$ cat src/rtl/alu_nibble_seq.sv
// alu_nibble_seq: runs an external 4-bit ALU as a WIDTH-bit ALU, one nibble per clock.
// Optional: ALU_NIBBLE_SEQ_BACK2BACK_EN lets a start in DONE launch the next op at once.
module alu_nibble_seq #(
  parameter int WIDTH = 8
) (
  input  logic             clk,
  input  logic             reset,
  input  logic             start,
  input  logic [WIDTH-1:0] a,
  input  logic [WIDTH-1:0] b,
  input  logic             c_in,
  input  logic [2:0]       op,
  output logic             busy,
  output logic             done,
  output logic [WIDTH-1:0] result,
  output logic             zero,
  output logic             carry,
  output logic             sign,
  output logic [3:0]       alu_a,
  output logic [3:0]       alu_b,
  output logic             alu_cin,
  output logic [2:0]       alu_op,
  input  logic [3:0]       alu_r,
  input  logic             alu_carry
);

  localparam int N  = WIDTH / 4;
  localparam int IW = (N > 1) ? $clog2(N) : 1;

  localparam logic [1:0] S_IDLE = 2'd0;
  localparam logic [1:0] S_RUN  = 2'd1;
  localparam logic [1:0] S_DONE = 2'd2;

  logic [1:0]       state;
  logic [IW-1:0]    idx;
  logic [WIDTH-1:0] a_q;
  logic [WIDTH-1:0] b_q;
  logic             cin_q;
  logic [2:0]       op_q;
  logic             carry_reg;
  logic [WIDTH-1:0] result_q;
  logic             zero_q;
  logic             carry_q;
  logic             sign_q;

  logic             accept;
  logic             last;
  logic [3:0]       a_nib;
  logic [3:0]       b_nib;
  logic [WIDTH-1:0] res_next;

`ifdef ALU_NIBBLE_SEQ_BACK2BACK_EN
  assign accept = start && (state == S_IDLE || state == S_DONE);
`else
  assign accept = start && (state == S_IDLE);
`endif

  assign last = (idx == IW'(N - 1));

  // Select the active operand nibbles and merge the ALU output into the result
  always_comb begin
    a_nib    = 4'd0;
    b_nib    = 4'd0;
    res_next = result_q;
    for (int i = 0; i < N; i++) begin
      if (idx == IW'(i)) begin
        a_nib = a_q[4*i +: 4];
        b_nib = b_q[4*i +: 4];
        res_next[4*i +: 4] = alu_r;
      end
    end
  end

  // ALU drive: idle lines parked at zero, op held stable from the last capture
  always_comb begin
    alu_a   = 4'd0;
    alu_b   = 4'd0;
    alu_cin = 1'b0;
    alu_op  = op_q;
    if (state == S_RUN) begin
      alu_a = a_nib;
      alu_b = b_nib;
      if (idx == '0) alu_cin = cin_q;
      else           alu_cin = op_q[2] ? 1'b0 : carry_reg;
    end
  end

  // Sequencer: capture, step through nibbles, assemble result and flags
  always_ff @(posedge clk) begin
    if (reset) begin
      state     <= S_IDLE;
      idx       <= '0;
      a_q       <= '0;
      b_q       <= '0;
      cin_q     <= 1'b0;
      op_q      <= 3'd0;
      carry_reg <= 1'b0;
      result_q  <= '0;
      zero_q    <= 1'b1;
      carry_q   <= 1'b0;
      sign_q    <= 1'b0;
    end else if (accept) begin
      state     <= S_RUN;
      idx       <= '0;
      a_q       <= a;
      b_q       <= b;
      cin_q     <= c_in;
      op_q      <= op;
      carry_reg <= 1'b0;
    end else if (state == S_RUN) begin
      result_q  <= res_next;
      carry_reg <= alu_carry;
      idx       <= idx + 1'b1;
      if (last) begin
        state   <= S_DONE;
        zero_q  <= (res_next == '0);
        sign_q  <= res_next[WIDTH-1];
        carry_q <= op_q[2] ? 1'b0 : alu_carry;
      end
    end else if (state == S_DONE) begin
      state <= S_IDLE;
    end
  end

  assign busy   = (state == S_RUN);
  assign done   = (state == S_DONE);
  assign result = result_q;
  assign zero   = zero_q;
  assign carry  = carry_q;
  assign sign   = sign_q;

endmodule

$ cat config.mk
export PLATFORM = sky130hd
export DESIGN_NAME = alu_nibble_seq
export DESIGN_NICKNAME = d
export VERILOG_FILES = /design/src/rtl/alu_nibble_seq.sv
export SDC_FILE = /design/constraint.sdc
export NUM_CORES = 1
export LEC_CHECK = 0
export BUFFER_PORTS_ARGS = -buffer_cell sky130_fd_sc_hd__buf_2
export CAP_MARGIN = 30
export CORE_MARGIN = 3
export CORE_UTILIZATION = 48
export DETAILED_ROUTE_END_ITERATION = 10
export PLACE_DENSITY = 0.86
export REMOVE_ABC_BUFFERS = 1
export SYNTH_ARGS = -nofsm -noshare
export SYNTH_HDL_FRONTEND = slang
export SYNTH_SLANG_ARGS = --single-unit
$ cat constraint.sdc
create_clock -name clk -period 1.8 [get_ports clk]
set_input_delay 0.09 -clock clk [delete_from_list [all_inputs] [get_ports clk]]
set_output_delay 0.09 -clock clk [all_outputs]
set_load 0.1 [all_outputs]
# ---- After elaboration in Yosys (flattened, before gate mapping)
# Cells that the tools add are included.
dict set report word_totals {
  register_bits 35
  input_bits 28
  out_inout_bits 25
  word_cells 42
}
dict set report op_classes {
  addsub 1
  eq_ne 4
  mux 14
  bitwise 1
  reduce_logical 10
}
# operator n
set ops {}
lappend ops {{$mux W4} 6}
lappend ops {{$logic_not A8 Y1} 1}
lappend ops {{$mux W2} 3}
lappend ops {{$reduce_and A2 Y1} 3}
lappend ops {{$mux W1} 5}
lappend ops {{$ne A3 B1 Y1 const B} 1}
lappend ops {{$reduce_and A3 Y1} 1}
lappend ops {{$reduce_bool A3 Y1} 1}
lappend ops {{$eq A2 B1 Y1 const B} 1}
lappend ops {{$eq A2 B2 Y1 const B} 1}
lappend ops {{$logic_not A2 Y1} 1}
lappend ops {{$ne A2 B1 Y1 const B} 1}
lappend ops {{$reduce_bool A2 Y1} 1}
lappend ops {{$reduce_or A2 Y1} 1}
lappend ops {{$add A1 B1 Y1 const B} 1}
lappend ops {{$logic_and A1 B1 Y1} 1}
lappend ops {{$not A1 Y1} 1}

# ---- Logic depth before layout (Yosys ltp)
dict set report depth {
  word_depth 4
  depth_mapped 7
  depth_no_buf 5
}

# ---- Least setup slack after synthesis
# Ideal clock, no wire load.
dict set report synth_path {
  kind {register to output}
  startpoint {register state[1]}
  endpoint {output alu_cin}
  arrival_ns 3.797
  t_required_ns 1.710
  path_slack_ns -2.087
  stages_incl_launch_ff 5
  path_buffers 1
  path_cell_list {dfxtp_1 inv_1 ha_1 buf_2 a21boi_0}
}
dict set report synth_via {
  elab_chain_cells 2
}
# element line_no
set synth_rtl {}
lappend synth_rtl {{from (decl)} 34} ;# logic [1:0] state;
lappend synth_rtl {{from (signal assigned)} 91} ;# state <= S_IDLE;
lappend synth_rtl {{from (signal assigned)} 103} ;# state <= S_RUN;
lappend synth_rtl {{from (signal assigned)} 115} ;# state <= S_DONE;
lappend synth_rtl {{$eq A2 B1 Y1} n/a}
lappend synth_rtl {{named net busy} 13} ;# output logic busy,
lappend synth_rtl {{$mux W1} 80} ;# if (state == S_RUN) begin
lappend synth_rtl {{to (decl)} 21} ;# output logic alu_cin,
# The timed path passes the listed nets, and every way through them passes these cells.

# ---- Worst setup path after layout
dict set report layout_path {
  startpoint {register state[1]}
  endpoint {output alu_b[2]}
}
dict set report layout_via {
  elab_chain_cells 2
}
# element line_no
set layout_rtl {}
lappend layout_rtl {{$eq A2 B1 Y1} 80}
lappend layout_rtl {{$mux W4} 80}
lappend layout_rtl {{to (decl)} 20} ;# output logic [3:0] alu_b,
# No other way between the ends.

==> impl_results.md <==
* Result of the run: completed
* Synthesis-to-finish area growth at 46.06%
* Post-synthesis cell area at 1494 um^2
* Worst-path fanout max at 7
* Starting Density at roughly 52%
* Most common cell in the netlist: nand2_1
* Period utilization at around 94%
* Root Driver: clkbuf_4
* Initial antenna violation count at 0
* Die footprint at about 3800 um^2
* Share of layout cells above drive strength 1 at a little under a third
* DRT iter0 DRCs at between 60 and 70
* GR Overflow Total at 0
* RSZ-0062 raised after global routing: false
* Area contributors post-synth: dfxtp_1 (47%), nand2_1 (11%), a21oi_1 (9.4%), mux2i_1 (8.7%), ha_1 (3.4%)
* Fmax at ~0.59 GHz
* Core ar. at 2853 um^2
* Largest net degree at the start of global routing at 36
* Area of the multi-input gates at about 740 um^2
* Clk Latency, worst-skew pair at roughly 340 ps
* Area share of the largest cell type after synthesis at 46.90%
* Worst slew pin tran at 609.0 ps
* Post-CTS Setup Bufs at 0
* Sink Count at 35
* Yosys Warn Count at 0
* Fraction of registers with async set/reset at 0%
* Slew HR at approximately 59%
* Crit path arrival time at approximately 1600 ps
* Seq/Total Area, Yosys at approximately 47%
* R2r endpoint: result[1]$_SDFFE_PP0P_
* Power Density at 796.6 nW/um^2
* Post-route ant nets at 0
* Cell taking the most area after synthesis: dfxtp_1
* Residual DRC at 0
* Main synth FF type: dfxtp_1
* All-Layer GR Usage at between 20 and 25%
* Pwr Total at 0.001738 W
* Critical path type: flip-flop to output port
* Post-DP HPWL at around 2.4 mm
* Ant. Diodes at 0
* Reg2Reg Setup Slack at between 300 and 400 ps
* Max Buffers Root-to-Sink at 2
* Wire length per cell at between 10 and 15 um
* Post-synth EDFFs at 0
* Via Count at ~1400
* Final Hold Viols at 0
* Hold crit path type: input pin to flip-flop
* CTS tree: yes
* # rows at 19
* Final Core Density at between 70% and 80%
* WP data required at around 1700 ps
* CTS clock-pin slew for the worst setup and hold paths at 100 ps
* Post-Synthesis Cells at approximately 180
* Vias in the first global route at about 1400
* Leak pwr at approximately 0.91 nW
* VDD IR max at 0.5908 mV
* Minimum clock period at 1701 ps
* Chip height at roughly 62 um
* Critical Path Sink Type: output port
* #FFs+latches synth at 35
* DRT Wirelength at just under 4 mm
* Netlist cell types at 28
* Setup Skew at between 4 and 5 ps
* Routability cong. at between 0.7 and 0.8
* CTS HTree Levels at 2
* Pins Over Slew Limit at 0
* Worst R2R Path Depth at 5
* Register area at about 700 um^2
* Crit start category: flip-flop
* Origin of the critical flop-to-flop path: state[1]$_SDFFE_PP0P_
* Width of the chip at between 60 and 70 um
* First-pass GRT wire length at between 6 and 7 mm
* Syn avg cell area at between 8 and 9 um^2
* Worst Hold End: result[3]$_SDFFE_PP0P_
* Hold path cells at 3
* CTS Buf Count at 5
* Hold path start: alu_r[3]
* IO Port Bufs at 52
* Setup-failing EPs final at 0
* Drt via density at just over 5
* Nets at 280
* Drt first pass iters at 4
* Filler cell count at around 200
* Max_cap viols at 0
* Top-Level Pins at 53
* Most frequent cells after synthesis: nand2_1 (45), dfxtp_1 (35), a21oi_1 (28), mux2i_1 (13), nor2b_1 (8)
==> power breakdown <==
| group | leakage (nW) | switching (W) | internal (W) |
|---|---|---|---|
| registers | 0.287 | 0.0000304 | 0.000819 |
| clock network | 0.0293 | 0.000249 | 0.000152 |
| logic | 0.592 | 0.000313 | 0.000174 |
| total | 0.908 | 0.000593 | 0.00115 |
==> per-stage QoR <==
stage               setup TNS [ps]  setup WS [ps]  hold slack [ps]  area [um^2]  cells
floorplan                   -11150          -1962            159.1         1416    164
global placement                 0          268.9            332.5         1903    252
detailed placement               0          191.4            338.6         1903    252
CTS                              0          19.56            2.450         2155    280
global route                     0          13.78            10.48         2182    280
finish                           0          99.13            18.70         2182    280
==> layout by cell type (no fill, tap or decap), drive strengths merged <==
master       count
buf             57
nand2           46
dfxtp           35
a21oi           28
dlygate4sd3     20
mux2i           13
nor2b            8
clkbuf           7
nor2             6
ha               4
nor3             3
nand3            3
o21ai            3
inv              2
nand2b           2
nand4b           2
nand3b           1
a21boi           1
and2             1
nor3b            1
a21o             1
xnor2            1
and3             1
nor4             1
and2b            1
clkinv           1
==> metal layers <==
layer / global-route usage, % / vias up / share of wire (%)
met3: 8.678 / 8 / 7.9
li1: - / 725 / -
met4: 11.82 / 0 / 2.1
met1: 22.69 / 653 / 39
met5: 0 / - / 0
met2: 39.31 / 57 / 51
==> worst max path at each step <==
stage	depth (start not counted)	start	end	slack, ps
final	5	state[1]$_SDFFE_PP0P_	alu_b[2]	100
after global routing	5	state[1]$_SDFFE_PP0P_	alu_b[1]	10
after CTS	5	state[1]$_SDFFE_PP0P_	alu_b[2]	20
after detailed placement	5	state[1]$_SDFFE_PP0P_	a_q[2]$_SDFFE_PP0P_	190
after global placement	5	state[1]$_SDFFE_PP0P_	b_q[0]$_SDFFE_PP0P_	270
after floorplan	3	state[1]$_SDFFE_PP0P_	alu_cin	-1960
==> cells by family after synthesis <==
kind of cell	count (synthesis)	share of synthesized area (%)
buffers and inverters	15	5.694
and+or+nand+nor	76	23.37
xor gates and xnor gates	1	0.5864
AOI/OAI and AO/OA	33	11.39
adders and majority gates	4	3.350
muxes	13	8.710
DFF	35	46.90
==> what timing repair did <==
action | 4_1_cts | 5_1_grt
hold endpoints to repair | 20 | 0
pin swaps | 0 | 0
gates resized for setup | 2 | 11
hold buffers | 20 | 0
setup endpoints to repair | 4 | 10
==> critical path: stages (launching register included) <==
cell,delay [ps]
dfxtp_1,340
inv_1,120
ha_2,220
buf_4,170
nor2b_2,220
buf_12,200
==> final cells by class <==
class                   instances  area share, %
repair buffers                 77          29.70
well taps                      31          1.778
clock buffers                   7          2.064
clock inverters                 1         0.2294
flip-flops and latches         35          32.17
multi-input cells             127          33.72
inverters                       2         0.3440
No activity file was read; power rests on OpenSTA's default activity.
